===== src/rtl/gate_fault_pkg.sv =====
// gate_fault_pkg
// Constants and types shared by the gate-level fault-simulation cells.
// The diag codes are bit-oriented:
//   bit 0 = "output low while input low" evidence (Z Sa0 or A Sa1)
//   bit 1 = "output high while input high" evidence (Z Sa1 or A Sa0)
// A cell therefore builds its sticky code by OR-ing the two evidence bits.
// When both pieces of evidence are present the result is DIAG_MULTI.
package gate_fault_pkg;

    typedef logic [1:0] diag_t;

    localparam diag_t DIAG_OK    = 2'd0;
    localparam diag_t DIAG_Z0_A1 = 2'd1;
    localparam diag_t DIAG_Z1_A0 = 2'd2;
    localparam diag_t DIAG_MULTI = 2'd3;

    localparam logic SITE_A = 1'b0;
    localparam logic SITE_Z = 1'b1;

endpackage


===== src/rtl/one_input_not_if.sv =====
// one_input_not_if
// Bundles the data, fault-injection, checker-control and checker-status
// signals of a one-input gate cell. clk and rst_n stay as plain ports.
//   master : drives A, fault_en/site/val, chk_en/chk_clr.
//            Observes Z, mismatch, diag, sample_cnt and err_cnt.
//   slave  : the gate cell (directions reversed).
interface one_input_not_if #(
    parameter int CNT_W = 8
);
    logic                  A;
    logic                  Z;
    logic                  fault_en;
    logic                  fault_site;
    logic                  fault_val;
    logic                  chk_en;
    logic                  chk_clr;
    logic                  mismatch;
    gate_fault_pkg::diag_t diag;
    logic [CNT_W-1:0]      sample_cnt;
    logic [CNT_W-1:0]      err_cnt;

    modport master (
        output A, fault_en, fault_site, fault_val, chk_en, chk_clr,
        input  Z, mismatch, diag, sample_cnt, err_cnt
    );

    modport slave (
        input  A, fault_en, fault_site, fault_val, chk_en, chk_clr,
        output Z, mismatch, diag, sample_cnt, err_cnt
    );
endinterface


===== src/rtl/one_input_not_fault_checker.sv =====
// fault_checker
// Online checker for a one-input inverting cell. It compares the observed
// output against the ideal ~A, keeps a sticky diagnosis code, and counts
// sampled cycles and mismatches with saturating counters.
// Ports:
//   clk, rst_n  clock; asynchronous active-low reset.
//   a           raw input pin (never faulted).
//   z           observed (possibly faulted) output.
//   chk_en      sample this cycle.
//   chk_clr     synchronous clear. It has priority over chk_en.
//   mismatch    registered: last sampled z differed from ~a.
//   diag        sticky diagnosis code (gate_fault_pkg DIAG_*).
//   sample_cnt  saturating count of sampled cycles.
//   err_cnt     saturating count of sampled mismatches.
import gate_fault_pkg::*;

module fault_checker #(
    parameter int CNT_W = 8
) (
    input  logic             clk,
    input  logic             rst_n,
    input  logic             a,
    input  logic             z,
    input  logic             chk_en,
    input  logic             chk_clr,
    output logic             mismatch,
    output diag_t            diag,
    output logic [CNT_W-1:0] sample_cnt,
    output logic [CNT_W-1:0] err_cnt
);

    // Increment that holds at all-ones instead of wrapping.
    function automatic logic [CNT_W-1:0] sat_inc(input logic [CNT_W-1:0] v);
        return (&v) ? v : v + 1'b1;
    endfunction

    logic  z_ideal;
    logic  miss;
    diag_t evidence;

    always_comb begin
        z_ideal  = ~a;
        miss     = (z != z_ideal);
        evidence = DIAG_OK;
        // Output equal to input is impossible for a healthy inverter.
        // The polarity of that equality says which way the fault pulls.
        if (!a && !z) evidence = evidence | DIAG_Z0_A1;
        if (a && z)   evidence = evidence | DIAG_Z1_A0;
    end

    always_ff @(posedge clk or negedge rst_n) begin
        if (!rst_n) begin
            mismatch   <= 1'b0;
            diag       <= DIAG_OK;
            sample_cnt <= '0;
            err_cnt    <= '0;
        end else if (chk_clr) begin
            mismatch   <= 1'b0;
            diag       <= DIAG_OK;
            sample_cnt <= '0;
            err_cnt    <= '0;
        end else if (chk_en) begin
            mismatch   <= miss;
            diag       <= diag | evidence;
            sample_cnt <= sat_inc(sample_cnt);
            if (miss) err_cnt <= sat_inc(err_cnt);
        end
    end

endmodule


===== src/rtl/one_input_not.sv =====
// one_input_not
// Single-bit inverter (Z = ~A) with stuck-at fault injection on net A or
// net Z, and an online fault_checker that diagnoses the injected fault.
// The data path is purely combinational and is not affected by reset.
// Ports:
//   clk    clock for the checker.
//   rst_n  asynchronous active-low reset of the checker state.
//   bus    one_input_not_if.slave: A, Z, fault_en/site/val,
//          chk_en/chk_clr, mismatch, diag, sample_cnt, err_cnt.
import gate_fault_pkg::*;

module one_input_not #(
    parameter int CNT_W = 8
) (
    input  logic           clk,
    input  logic           rst_n,
    one_input_not_if.slave bus
);

    logic             a_eff;
    logic             z_int;
    logic             mismatch;
    diag_t            diag;
    logic [CNT_W-1:0] sample_cnt;
    logic [CNT_W-1:0] err_cnt;

    // The injection muxes sit either side of the inverter. A stuck A is
    // therefore seen inverted at Z, while a stuck Z appears at Z directly.
    always_comb begin
        a_eff = bus.A;
        if (bus.fault_en && bus.fault_site == SITE_A) a_eff = bus.fault_val;
        z_int = ~a_eff;
        if (bus.fault_en && bus.fault_site == SITE_Z) z_int = bus.fault_val;
    end

    assign bus.Z = z_int;

    // The checker takes the raw pin A, so its reference is never faulted.
    fault_checker #(
        .CNT_W (CNT_W)
    ) u_checker (
        .clk        (clk),
        .rst_n      (rst_n),
        .a          (bus.A),
        .z          (z_int),
        .chk_en     (bus.chk_en),
        .chk_clr    (bus.chk_clr),
        .mismatch   (mismatch),
        .diag       (diag),
        .sample_cnt (sample_cnt),
        .err_cnt    (err_cnt)
    );

    assign bus.mismatch   = mismatch;
    assign bus.diag       = diag;
    assign bus.sample_cnt = sample_cnt;
    assign bus.err_cnt    = err_cnt;

endmodule


===== src/flat_wrapper.sv =====
// flat-port wrapper written by rule: the top's interface ports become plain ports
module one_input_not_flat 
#(
    parameter int CNT_W = 8
)
  (clk, rst_n, bus_A, bus_fault_en, bus_fault_site, bus_fault_val, bus_chk_en, bus_chk_clr, bus_Z, bus_mismatch, bus_diag, bus_sample_cnt, bus_err_cnt);
  one_input_not_if #(.CNT_W(CNT_W)) bus_i ();
  input  logic clk;
  input  logic rst_n;
  input wire logic [$bits(bus_i.A)-1:0] bus_A;
  input wire logic [$bits(bus_i.fault_en)-1:0] bus_fault_en;
  input wire logic [$bits(bus_i.fault_site)-1:0] bus_fault_site;
  input wire logic [$bits(bus_i.fault_val)-1:0] bus_fault_val;
  input wire logic [$bits(bus_i.chk_en)-1:0] bus_chk_en;
  input wire logic [$bits(bus_i.chk_clr)-1:0] bus_chk_clr;
  output wire logic [$bits(bus_i.Z)-1:0] bus_Z;
  output wire logic [$bits(bus_i.mismatch)-1:0] bus_mismatch;
  output wire logic [$bits(bus_i.diag)-1:0] bus_diag;
  output wire logic [$bits(bus_i.sample_cnt)-1:0] bus_sample_cnt;
  output wire logic [$bits(bus_i.err_cnt)-1:0] bus_err_cnt;
  assign bus_i.A = bus_A;
  assign bus_i.fault_en = bus_fault_en;
  assign bus_i.fault_site = bus_fault_site;
  assign bus_i.fault_val = bus_fault_val;
  assign bus_i.chk_en = bus_chk_en;
  assign bus_i.chk_clr = bus_chk_clr;
  assign bus_Z = bus_i.Z;
  assign bus_mismatch = bus_i.mismatch;
  assign bus_diag = bus_i.diag;
  assign bus_sample_cnt = bus_i.sample_cnt;
  assign bus_err_cnt = bus_i.err_cnt;
  one_input_not #(.CNT_W(CNT_W)) u_core (.clk(clk), .rst_n(rst_n), .bus(bus_i));
endmodule

===== config.mk =====
export PLATFORM = sky130hd
export DESIGN_NAME = one_input_not_flat
export DESIGN_NICKNAME = d
export VERILOG_FILES = /design/src/rtl/gate_fault_pkg.sv /design/src/rtl/one_input_not_if.sv /design/src/rtl/one_input_not_fault_checker.sv /design/src/rtl/one_input_not.sv /design/src/flat_wrapper.sv
export SDC_FILE = /design/constraint.sdc
export NUM_CORES = 1
export LEC_CHECK = 0
export CORE_MARGIN = 4
export CORE_UTILIZATION = 46
export DETAILED_ROUTE_END_ITERATION = 6
export GPL_TIMING_DRIVEN = 1
export PLACE_DENSITY = 0.82
export SYNTH_ARGS = -nofsm -noshare
export SYNTH_HDL_FRONTEND = slang
export SYNTH_HIERARCHICAL = 1
export SYNTH_SLANG_ARGS = --single-unit

===== constraint.sdc =====
create_clock -name clk -period 2 [get_ports clk]
set_input_delay 0.4 -clock clk [delete_from_list [all_inputs] [get_ports clk]]
set_output_delay 0.4 -clock clk [all_outputs]
set_load 0.02 [all_outputs]

==> reports/results.ini <==
[place]
place.gp.congestion = 0.799
port_buffers = 27
placed_area_sq_mm = 0.00135
dpl.hpwl_um = 1760
dpl.cell_count = 158

[drt]
drt_iter0_drc = 23
drc = 0
routed_wl_um = 2430
dr.pass1.iters = 4
wire_per_inst_um = 14.8
vias = 914
vias_per_cell = 5.57
detail-route-antenna-nets = 0

[floorplan]
die-area_sq_mm = 0.00300
start_util_pct = 49.7
fp.coreArea_sq_mm = 0.00202
boundaryPins = 28
rows = 16
dieHeight_um = 54.7
die_w_um = 54.7

[logic_synthesis]
yosysSeqAreaShare_pct = 47.3
synth_seq_cells = 19
synth_area_leaders = dfrtp_1 (47%), xor2_1 (7.8%), nor2_1 (6.0%)
synth_nets = 112
ys_warn_count = 6
netlist_area_sq_mm = 0.00100
synth_top_area_share_pct = 47.3
synth.avg_cell_area_sq_um = 10.0
syn_inst = 100
synth_largest_area_cell = dfrtp_1
yosys.cell_types.count = 30

[run]
cap_violations = 0

[layout]
final_util_pct = 69.1
fillers = 173
n_antenna_cell = 0
drive_gt1_share_pct = 15.3
final_cell_area_sq_mm = 0.00140
final_cells = 164
layout_common_cells = clkdlybuf4s50_1 (22), dfrtp_1 (19), nor2_1 (16), buf_4 (9), xor2_1 (9)
nNetsFinal = 150
multiInputGateArea_sq_um = 515
layout_commonest_cell = clkdlybuf4s50_1
syn_to_final_growth_pct = 39.1
register_area_sq_um = 475

[clock_network]
cts_sinks = 19
cts-buffers-inserted = 3
clk_pin_slew_ps = 110
htreeDepth = 1
clock_latency_ps = 300
cts_tree = built
cts_hold_buf = 0
clockBufferDepth = 2
cts-root-buf = clkbuf_4

[worst_setup_path]
crit_path_start_kind = input pin
crit_path_end_kind = register
worstPathRequired_ps = 2200
arrival_ps = 2140
cp_max_fo = 4
criticalPathCategory = input pin to register

[global_route]
gr-usage-all-layers_pct = 19.4
grt_overflow_total = 0
grt_pass1_vias = 953
antenna_found_initial = 0
grt_max_degree = 20
grt_pass1_wl_um = 4080

[sta]
hold_viol_final = 0
hold_ws_ps = 433
max_freq_mhz = 516
rsz0062_at_grt = false
skew_ps = 5.06
maxSlewViolCount = 0
worst_pin_slew_ps = 396
min_period_ps = 1940
post-route-period-util_pct = 97.0
maxSlewHeadroom_pct = 73.5
setup_viol = 0

[power_and_ir_drop]
power.internal_uw = 544
p_switching_uw = 207
ir_drop_mv = 0.449
pwr-share-seq_pct = 54.4
p_leak_uw = 0.000618
clkPwrFrac_pct = 25.8
comb_power_share_pct = 19.9
p_per_area_mw_per_mm2 = 538
swShare_pct = 27.6

[hold_path]
hp-class = input pin to async pin

[outcome]
status = complete, no violations

[critical path, cell delays in order]
cell and delay [ps]:
clkdlybuf4s15_1 190, xor2_1 160, mux2i_2 170, inv_1 60, ha_1 280, and2b_4 260, o21ai_4 60, buf_4 140
buf_4 150, o31ai_2 200, a21oi_2 80
[power by group through the flow]
stage          combinational, uW  sequential, uW  clock, uW
6_report                     149             409        194
5_1_grt                      164             411        220
4_1_cts                      150             409        203
3_5_place_dp                 147             416          0
3_3_place_gp                 143             416          0
2_1_floorplan               55.7             430          0
[cells in the mapped netlist, drive strengths merged]
| cell type | count |
|---|---|
| and4 | 1 |
| clkbuf | 2 |
| and2 | 1 |
| a21oi | 6 |
| nor3 | 2 |
| o21a | 1 |
| nand2 | 5 |
| or3 | 1 |
| and2b | 1 |
| or4b | 1 |
| o211ai | 4 |
| ha | 4 |
| a31oi | 1 |
| mux2i | 3 |
| and3 | 2 |
| xor2 | 9 |
| o21ai | 5 |
| a41oi | 1 |
| o31ai | 2 |
| nand4 | 2 |
| nand4b | 1 |
| nand3 | 4 |
| dfrtp | 19 |
| inv | 3 |
| nor2 | 16 |
| buf | 1 |
| or4 | 2 |
[routing by layer]
layer	track usage (%)	part of all wire [%]	up-vias
li1	-	-	433
met1	20.3	39	446
met2	37.0	55	31
met4	6.64	1.1	0
met5	0	0	-
met3	4.63	4.7	4
[path summary, 6_finish.rpt]
kind	startpoint	to	slack [ps]	cells past startpoint
max	bus_fault_site	u_core/u_checker/err_cnt[6]	60	11
min	rst_n	u_core/u_checker/sample_cnt[7]	430	2
max reg2reg	u_core/u_checker/err_cnt[0]	u_core/u_checker/err_cnt[1]	310	7
min reg2reg	u_core/u_checker/diag[0]	u_core/u_checker/diag[0]	500	2
max in group asynchronous	rst_n	u_core/u_checker/err_cnt[7]	1360	2
min in group clk	u_core/u_checker/diag[0]	u_core/u_checker/diag[0]	500	2
[per-stage QoR]
step	TNS, ps	setup slack (ps)	power (uW)
2_1_floorplan	-257	-177	486
3_3_place_gp	-2570	-363	558
3_5_place_dp	-3170	-447	563
4_1_cts	0	20.5	762
5_1_grt	0	21.4	795
6_report	0	60.2	752
[what timing repair did]
| item | 4_1_cts | 5_1_grt |
|---|---|---|
| cloned | 0 | 0 |
| pin swaps | 4 | 3 |
| buffers inserted | 2 | 0 |
| endpoints found under the setup margin | 7 | 1 |
| gates resized for setup | 7 | 3 |
[sequential cells by signal (all words and copies together) (netlist names)]
signal                       cells
u_core/u_checker/sample_cnt      8
u_core/u_checker/err_cnt         8
u_core/u_checker/diag            2
u_core/u_checker/mismatch        1
[cell type report]
type	count	share of cell area [%]
Clock buffer	3	1.61
Clock inverter	1	0.358
Inverter	3	0.806
Multi-Input combinational cell	75	36.9
Sequential cell	19	34.0
Tap cell	27	2.42
Timing Repair Buffer	36	23.9
[logic make-up after synthesis]
kind of cell / count (synthesis) / share of synthesized area, %
buffers and inverters: 6 / 2.99
muxes: 3 / 2.99
AOI/OAI and AO/OA: 20 / 13.3
and+or+nand+nor: 39 / 20.5
adders and majority gates: 4 / 4.98
xor gates and xnor gates: 9 / 7.85
DFF: 19 / 47.3
Power figures use the tool's default switching activity.
